$ cat config.mk
export PLATFORM = sky130hd
export DESIGN_NAME = aes_dec_ctrl
export DESIGN_NICKNAME = d
export VERILOG_FILES = /design/src/rtl/aes_dec_ctrl.sv
export SDC_FILE = /design/constraint.sdc
export NUM_CORES = 1
export LEC_CHECK = 0
export ABC_CLOCK_PERIOD_IN_PS = 19800
export BUFFER_PORTS_ARGS = -buffer_cell sky130_fd_sc_hd__buf_2
export CAP_MARGIN = 10
export CORE_AREA = 2 2 311 313
export DETAILED_ROUTE_END_ITERATION = 8
export DIE_AREA = 0 0 313 315
export PLACE_DENSITY = 0.45
export SLEW_MARGIN = 0
export SYNTH_ARGS = -nofsm -noshare
export SYNTH_HDL_FRONTEND = slang
export SYNTH_SLANG_ARGS = --single-unit
$ cat constraint.sdc
create_clock -name clk -period 19.8 [get_ports clk]
set_clock_uncertainty 0.1 [all_clocks]
set_input_delay 3.96 -clock clk [delete_from_list [all_inputs] [get_ports clk]]
set_output_delay 3.96 -clock clk [all_outputs]
set_load 0.01 [all_outputs]
$ cat src/rtl/aes_dec_ctrl.sv
// Control wrapper for an iterative AES inverse-cipher core: key load and
// expansion wait, single-block-in-flight decrypt, result hold and timeout.
module aes_dec_ctrl #(
  parameter int KEY_WAIT = 12,
  parameter int TIMEOUT  = 32
) (
  input  logic         clk,
  input  logic         rst,
  input  logic         key_valid,
  output logic         key_ready,
  input  logic [127:0] key_in,
  input  logic         blk_valid,
  output logic         blk_ready,
  input  logic [127:0] blk_in,
  output logic         out_valid,
  input  logic         out_ready,
  output logic [127:0] out_data,
  output logic         core_kld,
  output logic [127:0] core_key,
  output logic         core_ld,
  output logic [127:0] core_text_in,
  input  logic         core_done,
  input  logic [127:0] core_text_out,
  output logic         key_loaded,
  output logic         busy,
  output logic         err,
  output logic [15:0]  blk_cnt
);

  localparam logic [2:0] S_NOKEY = 3'd0;
  localparam logic [2:0] S_KEYLD = 3'd1;
  localparam logic [2:0] S_READY = 3'd2;
  localparam logic [2:0] S_LOAD  = 3'd3;
  localparam logic [2:0] S_RUN   = 3'd4;

  localparam int KCW = (KEY_WAIT > 1) ? $clog2(KEY_WAIT) : 1;
  localparam int RCW = (TIMEOUT > 1) ? $clog2(TIMEOUT) : 1;
  localparam logic [KCW-1:0] KEY_LAST = KCW'(KEY_WAIT - 1);
  localparam logic [RCW-1:0] RUN_LAST = RCW'(TIMEOUT - 1);

  logic [2:0]     state_q, state_d;
  logic [KCW-1:0] key_cnt_q, key_cnt_d;
  logic [RCW-1:0] run_cnt_q, run_cnt_d;
  logic           core_kld_q, core_kld_d;
  logic           core_ld_q, core_ld_d;
  logic           key_loaded_q, key_loaded_d;
  logic           out_valid_q, out_valid_d;
  logic           err_q, err_d;
  logic [15:0]    blk_cnt_q, blk_cnt_d;
  logic [127:0]   core_key_q, core_key_d;
  logic [127:0]   core_text_q, core_text_d;
  logic [127:0]   out_data_q, out_data_d;

  logic key_hs;
  logic blk_hs;

  // A pending key always wins over a block offered in the same cycle.
  assign key_ready = (state_q == S_NOKEY) || (state_q == S_READY);
  assign blk_ready = (state_q == S_READY) && !out_valid_q && !key_valid;
  assign key_hs    = key_valid && key_ready;
  assign blk_hs    = blk_valid && blk_ready;

  always_comb begin
    // NOTE: every signal gets a default here so no path leaves it unassigned (no latches).
    state_d      = state_q;
    key_cnt_d    = key_cnt_q;
    run_cnt_d    = run_cnt_q;
    core_kld_d   = 1'b0;
    core_ld_d    = 1'b0;
    key_loaded_d = key_loaded_q;
    out_valid_d  = out_valid_q;
    err_d        = err_q;
    blk_cnt_d    = blk_cnt_q;
    core_key_d   = core_key_q;
    core_text_d  = core_text_q;
    out_data_d   = out_data_q;

    if (out_valid_q && out_ready) begin
      out_valid_d = 1'b0;
    end

    case (state_q)
      S_NOKEY, S_READY: begin
        if (key_hs) begin
          core_key_d   = key_in;
          core_kld_d   = 1'b1;
          key_loaded_d = 1'b0;
          key_cnt_d    = '0;
          state_d      = S_KEYLD;
        end else if (blk_hs) begin
          core_text_d = blk_in;
          core_ld_d   = 1'b1;
          state_d     = S_LOAD;
        end
      end

      // The core_kld cycle is the first counted cycle of the expansion wait.
      S_KEYLD: begin
        if (key_cnt_q == KEY_LAST) begin
          key_cnt_d    = '0;
          key_loaded_d = 1'b1;
          state_d      = S_READY;
        end else begin
          key_cnt_d = key_cnt_q + KCW'(1);
        end
      end

      S_LOAD: begin
        run_cnt_d = '0;
        state_d   = S_RUN;
      end

      S_RUN: begin
        if (core_done) begin
          out_data_d  = core_text_out;
          out_valid_d = 1'b1;
          blk_cnt_d   = blk_cnt_q + 16'd1;
          run_cnt_d   = '0;
          state_d     = S_READY;
        end else if (run_cnt_q == RUN_LAST) begin
          // Block abandoned: flag it and drop the result silently.
          err_d     = 1'b1;
          run_cnt_d = '0;
          state_d   = S_READY;
        end else begin
          run_cnt_d = run_cnt_q + RCW'(1);
        end
      end

      default: state_d = S_NOKEY;
    endcase
  end

  // NOTE: sequential state uses non-blocking assignments only.
  always_ff @(posedge clk) begin
    if (!rst) begin
      state_q      <= S_NOKEY;
      key_cnt_q    <= '0;
      run_cnt_q    <= '0;
      core_kld_q   <= 1'b0;
      core_ld_q    <= 1'b0;
      key_loaded_q <= 1'b0;
      out_valid_q  <= 1'b0;
      err_q        <= 1'b0;
      blk_cnt_q    <= '0;
    end else begin
      state_q      <= state_d;
      key_cnt_q    <= key_cnt_d;
      run_cnt_q    <= run_cnt_d;
      core_kld_q   <= core_kld_d;
      core_ld_q    <= core_ld_d;
      key_loaded_q <= key_loaded_d;
      out_valid_q  <= out_valid_d;
      err_q        <= err_d;
      blk_cnt_q    <= blk_cnt_d;
    end
  end

  // NOTE: wide data registers carry no reset; they are qualified by the strobes above.
  always_ff @(posedge clk) begin
    core_key_q  <= core_key_d;
    core_text_q <= core_text_d;
    out_data_q  <= out_data_d;
  end

  assign core_kld     = core_kld_q;
  assign core_ld      = core_ld_q;
  assign core_key     = core_key_q;
  assign core_text_in = core_text_q;
  assign out_valid    = out_valid_q;
  assign out_data     = out_data_q;
  assign key_loaded   = key_loaded_q;
  assign busy         = (state_q == S_LOAD) || (state_q == S_RUN);
  assign err          = err_q;
  assign blk_cnt      = blk_cnt_q;

endmodule

Yosys cells after proc, flatten, opt, wreduce, memory -nomap -nowiden
Index checks and enable logic that the tools add are counted.
{"block": "totals", "regBits": 417, "in_bits": 390, "wordCells": 71}
{"block": "classes", "addsub": 3, "n_eq_ne": 10, "mux": 20, "n_bitwise": 4, "reduce_logical": 22}
{"operator": "adder 16 x 1 -> 16 bit, second input constant", "count": 1}
{"operator": "two-way mux 3 bit", "count": 5}
{"operator": "case mux 3 bit (4 select lines)", "count": 1}
{"operator": "AND reduction 3 bit", "count": 4}
{"operator": "two-way mux 5 bit", "count": 2}
{"operator": "case mux 5 bit (2 select lines)", "count": 1}
{"operator": "two-way mux 4 bit", "count": 2}
{"operator": "case mux 4 bit (2 select lines)", "count": 1}
{"operator": "AND reduction 2 bit", "count": 4}
{"operator": "two-way mux 1 bit", "count": 7}
{"operator": "equality test 3 x 2 -> 1 bit, second input constant", "count": 2}
{"operator": "!= test 3 bit, second input constant", "count": 2}
{"operator": "adder 5 x 1 -> 5 bit, second input constant", "count": 1}
{"operator": "equality test 5 bit, second input constant", "count": 1}
{"operator": "logical AND 1 bit", "count": 5}
{"operator": "adder 4 x 1 -> 4 bit, second input constant", "count": 1}
{"operator": "equality test 4 bit, second input constant", "count": 1}
{"operator": "!= test 2 bit, second input constant", "count": 2}
{"operator": "inverter 1 bit", "count": 4}
{"operator": "nonzero test 2 bit", "count": 2}
{"operator": "equality test 3 x 1 -> 1 bit, second input constant", "count": 1}
{"operator": "equality test 3 bit, second input constant", "count": 1}
{"operator": "logical NOT 3 bit", "count": 1}
{"operator": "OR reduction 3 bit", "count": 1}
{"operator": "4 further kinds", "count": 6}

Longest topological paths before layout
Gate-level depths: netlist of run 1.
{"block": "logic_depth", "ltp_word": 7, "ltp_mapped": 6, "ltp_nobuf": 6}

Least setup slack after synthesis of run 1
Ideal clock, no wire load.
{"block": "synth_timing", "kind": "input -> register", "from": "in key_valid", "to": "reg core_text_q[0] (netlist: core_text_in[0]), enable pin", "t_arrival_ns": 9.642, "t_required_ns": 19.106, "slack_ns": 9.464, "path_stages": 2, "cell_sequence": "or4b_2 nor3b_2"}
{"block": "synth_between", "elab_chain_cells": 4}
{"item": "from (decl)", "line": "9", "text": "input logic key_valid,"}
{"item": "logical NOT 1 bit", "line": "59", "text": "assign blk_ready = (state_q == S_READY) && !out_valid_q && !key_valid;"}
{"item": "logical AND 1 bit", "line": "59"}
{"item": "logical AND 1 bit", "line": "61", "text": "assign blk_hs = blk_valid && blk_ready;"}
{"item": "AND reduction 3 bit (no line) (*)"}
{"item": "to (signal assigned)", "line": "162", "text": "core_text_q <= core_text_d;"}
{"item": "to (decl)", "line": "51", "text": "logic [127:0] core_text_q, core_text_d;"}
Every way passes the cells marked *; elsewhere a longest branch is shown, timed or not.
A chain may end at the register's enable or synchronous reset.

Worst setup path after layout of run 1
{"block": "layout_timing", "from": "in key_valid", "to": "out blk_ready"}
{"block": "layout_between", "elab_chain_cells": 2}
{"item": "logical NOT 1 bit", "line": "59"}
{"item": "logical AND 1 bit", "line": "59"}
{"item": "to (decl)", "line": "13", "text": "output logic blk_ready,"}
Every way passes these cells.

==> run metrics, run 1 <==
area fraction of the dominant cell type after synthesis 88.4%; crit-path max FO 4; gpl congestion 0.852; Arr. time, crit path roughly 5.1 ns; Clock Path Buffers 3; initial core utilization around 14%; RSZ-0062 raised after global routing no; syn nets 950; switching pwr roughly 410 µW; storage element area between 0.01 and 0.015 mm²; Worst Hold Path Cells 2; Final Cycle Share between 40 and 50%; final hold slack ~0.36 ns; Relative slew margins 27.5%; Layout fillers roughly 10000; commonest cells after routing, fill and taps aside buf_2 (797), edfxtp_1 (384), clkbuf_16 (47); GRT met3 Usage roughly 4.5%; Gate power share 4.2%; chip width ~310 µm; hold buffer count at CTS 0; footprint of the multi-input gates 815 µm²; Non-Filler Cell Area, Final 0.0202 mm²; Worst-path clk slew roughly 0.060 ns; Primary FF master, synth edfxtp_1; WS Path Type primary input to output pin; Post-Route WL between 40000 and 50000 µm; post-place instance area ~0.019 mm²; Yosys reg bits roughly 420; switching share of power 21.0%; Clk pwr share ~45%; max cap viols 0; Clock Sinks roughly 420; number of flops mapped to enable cells by yosys 384; vias per inst ~3.2; TritonCTS clock tree built; initial antenna violation count 16; Setup TNS 0 ns; root buf cell clkbuf_16; die area 0.0986 mm²; buffers added on ports approximately 800; drt pass-1 iters 4; synth warn 0; die height 315 µm; Detailed Route Iter0 Violations about 560; fmax about 0.11 GHz; post-CTS sizing 0; grt total ovfl 0; postcts setup bufs 0; sequential fraction of the synthesis area between 90% and 100%; Final ANT Viol Nets 0; I/O pins approximately 800; Max IR drop VDD between 0.05 and 0.06 mV; met1 Track Usage GR 10.3%; commonest non-fill, non-tap cell in the layout buf_2; Synth async-reset ratio 0%; num rows 114; final non-filler cell total about 2700; number of global-route vias before repair 8835; Worst-Margin Slew 1.09 ns; Avg Inst Size Synth between 20 and 25 µm²; Final #Nets between 1500 and 2000; number of H-tree levels 2; first-pass GRT wire length roughly 63000 µm; share of cells above drive strength 1 between 60 and 70%; GR Layer Usage met2 between 10% and 20%; leakage between 7 and 8 nW; Hold/Removal Path Class flop to flop; CP required between 15 and 20 ns; Top Usage Layer GRT met2; cts bufs inserted 47; Mapped Area between 0.01 and 0.015 mm²; count of final max-slew check failures 0; PwrDens about 96 mW/mm²; top post-synthesis cells by area edfxtp_1 (88%), dfxtp_1 (5.1%), nor2_1 (0.66%); Placed Cells between 2000 and 3000; Power, Total a little under 2 mW; clk_lat worst skew 0.59 ns; status complete, no violations; min Tclk post-route between 9 and 10 ns; sequential power share 51.1%; Final Hold Fails 0; area leader, netlist edfxtp_1; area grow syn2layout 54.6%; Mapped Cells approximately 560; Int Pwr between 1.5 and 2 mW; Worst R2R Path Depth 4; routed len/inst 17.5 µm; largest net degree at the start of global routing 84; Overall Global Routing Usage ~9%; crit path capture type output pin; startpoint types primary input; DRC violations left 0; final setup fails 0; DP HPWL about 38000 µm; Vias a little under 9000; distinct cell type count after synthesis 42; Core ar. 0.0957 mm²
flip-flops by register name, indices dropped and copies added, names as in the netlist:
signal,flops
core_key,128
core_text_in,128
out_data,128
blk_cnt,16
run_cnt_q,5
key_cnt_q,4
state_q,3
core_kld,1
core_ld,1
err,1
key_loaded,1
out_valid,1
area by class of cell:
type,count,share of cell area [%]
Sequential cell,417,60.4
Timing Repair Buffer,801,19.9
Tap cell,1276,7.91
Clock buffer,56,6.00
Multi-Input combinational cell,128,4.04
Clock inverter,30,1.53
Inverter,7,0.167
Antenna cell,1,0.0124
cells in the mapped netlist, drive strengths merged (2+ instances only):
library cell / number
nand4bb: 2
ha: 4
nand3: 6
a22oi: 3
nor2: 23
xnor2: 6
nor3: 8
o21ai: 5
mux2i: 3
nand2b: 3
or4: 2
or3: 7
edfxtp: 384
xor2: 4
nor3b: 2
buf: 2
a31oi: 3
inv: 7
nand4: 6
or3b: 2
clkbuf: 2
nand2: 15
o21a: 2
a21oi: 11
dfxtp: 33
nor4: 3
logic make-up (layout without fill, tap and decap cells):
kind of cell	count (synthesis)	after routing	synth area share, %
DFF	417	417	93.4
and+or+nand+nor	84	84	3.67
AOI/OAI and AO/OA	27	27	1.24
buffers and inverters	11	894	0.374
xor gates and xnor gates	10	10	0.671
adders and majority gates	4	4	0.384
muxes	3	3	0.230
other	0	1	0
path summary, 6_finish.rpt:
check        slack (ns)          endpoint       start
max               10.65         blk_ready   key_valid
min reg2reg        0.36        key_loaded  key_loaded
min                0.36        key_loaded  key_loaded
max reg2reg       16.05  core_text_in[29]  state_q[2]
power by group through the flow:
stage                     clock (mW)  combinational [mW]  sequential (mW)
after floorplan                    0             0.00928             1.02
after global placement             0              0.0820             1.01
after detailed placement           0              0.0835             1.01
after CTS                      0.898              0.0839            0.989
after global routing           0.929              0.0890            0.990
final                          0.862              0.0820            0.989
layer usage:
| metal | routed length, µm | vias to the layer above |
|---|---|---|
| met4 | 1120 | 12 |
| met1 | 17800 | 4234 |
| li1 | - | 3889 |
| met2 | 23000 | 434 |
| met5 | 85 | - |
| met3 | 5610 | 81 |
critical path: stages:
cell,delay [ns]
buf_2,0.12
or4b_2,0.69
nor2_1,0.16
buf_2,0.15
through the flow:
step	setup WS, ns	util [%]
2_1_floorplan	9.46	-
3_3_place_gp	10.65	19.5
3_5_place_dp	10.65	19.5
4_1_cts	10.65	21.1
5_1_grt	10.62	21.1
6_report	10.65	21.1
No activity file was read; power rests on OpenSTA's default activity.
==> run 2: changes to the inputs <==
Settings changed: ABC_AREA from default to 1, ABC_CLOCK_PERIOD_IN_PS 19800 to 8400, CORE_AREA 2 2 311 313 to 2 2 307 309, DIE_AREA 0 0 313 315 to 0 0 309 311, PLACE_DENSITY 0.45 to 0.47.
Clock period 19.8 ns to 8.4 ns, I/O delays scaled along.
==> run 2 against run 1 <==
Compared with the run above:
- global-route usage is 0.51 points higher
- register-to-register slack worse by 11 ns
- worst setup slack worse by 6.2 ns
- final area is 0.15% higher
- clock power is 130% higher
- core utilization is 0.70 points higher
- critical endpoint unchanged
- largest cell class unchanged
==> run metrics, run 2 <==
I/O pins approximately 800; gpl congestion 0.915; Clock Path Buffers 3; min Tclk post-route between 4 and 5 ns; Final Hold Fails 0; crit path capture type output pin; Mapped Cells between 600 and 700; Arr. time, crit path 2.22 ns; DRC violations left 0; number of H-tree levels 2; Relative slew margins around 32%; Detailed Route Iter0 Violations a little under 800; synth warn 0; Primary FF master, synth edfxtp_1; cts bufs inserted 47; Vias 8870; CP max stage cell buf_2; final hold slack 0.365 ns; count of final max-slew check failures 0; Post-synth top cells edfxtp_1 (384), nand2_1 (48), dfxtp_1 (33); Setup TNS 0 ns; top-count cell post-synth edfxtp_1; Cell Chain, Critical Path buf_2, inv_1, nand2_2, nor3_2, buf_2; sequential fraction of the synthesis area about 92%; largest net degree at the start of global routing approximately 80; grt total ovfl 0; fmax between 0.2 and 0.25 GHz; Overall Global Routing Usage about a tenth; Crit path max-delay family buffers and inverters; Core ar. approximately 0.093 mm²; Gate power share under 10%; top post-synthesis cells by area edfxtp_1 (87%), dfxtp_1 (5.0%), nand2_1 (1.4%); distinct cell type count after synthesis 32; CP max stage delay 0.16 ns; Post-Route WL between 40000 and 50000 µm; footprint of the multi-input gates ~850 µm²; Top Usage Layer GRT met2; Max IR drop VDD roughly 0.18 mV; max cap viols 0; Worst-path clk slew around 0.050 ns; postcts setup bufs 0; storage element area roughly 0.012 mm²; status complete, no violations; initial antenna violation count 10; area leader, netlist edfxtp_1; routed len/inst 17.7 µm; num rows approximately 110; number of flops mapped to enable cells by yosys approximately 380; crit-path max FO 3; area fraction of the dominant cell type after synthesis ~87%; Clk pwr share a little over two fifths; vias per inst approximately 3.2; chip width around 300 µm; Worst Path Buf+Inv 3; initial core utilization roughly 14%; hold buffer count at CTS 0; Yosys reg bits around 420; root buf cell clkbuf_16; drt pass-1 iters 5; commonest cells after routing, fill and taps aside buf_2 (797), edfxtp_1 (384), nand2_1 (48), clkbuf_16 (48), dfxtp_1 (33); die height about 310 µm; Avg Inst Size Synth approximately 22 µm²; Clock Sinks between 400 and 500; Int Pwr roughly 3.6 mW; commonest non-fill, non-tap cell in the layout buf_2; leakage ~8.1 nW; Synth async-reset ratio 0%; WS Path Type primary input to output pin; area grow syn2layout 53.3%; Worst-Margin Slew between 1 and 1.5 ns; CP required around 6.6 ns; RSZ-0062 raised after global routing no; DP HPWL 38100 µm; Hold/Removal Path Class flop to flop; first-pass GRT wire length 65000 µm; syn nets between 1000 and 1500; PwrDens roughly 230 mW/mm²; number of global-route vias before repair 9065; share of cells above drive strength 1 60.1%; met1 Track Usage GR 11.0%; Final #Nets 1849; GRT met3 Usage 4.20%; Crit path top cell by count buf_2; post-CTS sizing 0; TritonCTS clock tree built; Placed Cells 2660; Layout fillers 9949; final setup fails 0; switching pwr about 1.0 mW; Final Cycle Share a little under half; GR Layer Usage met2 15.2%; final non-filler cell total around 2700; buffers added on ports between 700 and 800; startpoint types primary input; clk_lat worst skew around 0.6 ns; Mapped Area approximately 0.013 mm²; sequential power share between 50% and 60%; die area roughly 0.096 mm²; switching share of power approximately 23%; Final ANT Viol Nets 0
-- run 2: path summary, 6_finish.rpt --
| path | endpoint | depth (start not counted) | slack (ns) | from |
|---|---|---|---|---|
| setup reg to reg | core_text_in[66] | 6 | 5.42 | state_q[2] |
| setup / recovery | blk_ready | 5 | 4.40 | key_valid |
| hold reg to reg | err | 2 | 0.37 | err |
| hold / removal | err | 2 | 0.37 | err |
-- run 2: power groups by stage --
| stage | Combinational (mW) | Sequential, mW | Clock (mW) |
|---|---|---|---|
| 3_3_place_gp | 0.271 | 2.42 | 0 |
| 6_report | 0.271 | 2.38 | 1.97 |
| 2_1_floorplan | 0.0466 | 2.46 | 0 |
| 5_1_grt | 0.292 | 2.39 | 2.12 |
| 3_5_place_dp | 0.275 | 2.42 | 0 |
| 4_1_cts | 0.276 | 2.38 | 2.04 |
-- run 2: final cells by class --
class / count / share of cell area (%)
Sequential cell: 417 / 60.3
Tap cell: 1254 / 7.76
Inverter: 31 / 0.625
Clock inverter: 32 / 1.16
Clock buffer: 53 / 6.04
Antenna cell: 1 / 0.0124
Timing Repair Buffer: 800 / 19.9
Multi-Input combinational cell: 158 / 4.21
-- run 2: per-layer routing --
metal | vias up | part of all wire (%)
met4 | 0 | 2.7
met5 | - | 0
met3 | 85 | 12
li1 | 4004 | -
met1 | 4355 | 38
met2 | 426 | 47
-- run 2: kinds of logic after synthesis --
group / share of synthesized area (%)
xor gates and xnor gates: 0.199
buffers and inverters: 1.06
DFF: 92.5
adders and majority gates: 0.380
and+or+nand+nor: 4.52
AOI/OAI and AO/OA: 1.36
-- run 2: per-stage QoR --
| stage | total power [mW] | setup WS (ns) | utilization (%) | area [µm²] |
|---|---|---|---|---|
| after detailed placement | 2.70 | 4.20 | 20.2 | 18700 |
| after global routing | 4.79 | 4.36 | 21.8 | 20200 |
| after global placement | 2.70 | 4.26 | 20.2 | 18700 |
| final | 4.62 | 4.40 | 21.8 | 20200 |
| after floorplan | 2.51 | 3.20 | - | 13200 |
| after CTS | 4.70 | 4.40 | 21.8 | 20200 |
-- run 2: tightest hold or removal path: stages (launching register included) --
cell and delay [ns]:
dfxtp_1 0.32, a21oi_1 0.04, nor2_1 0.07
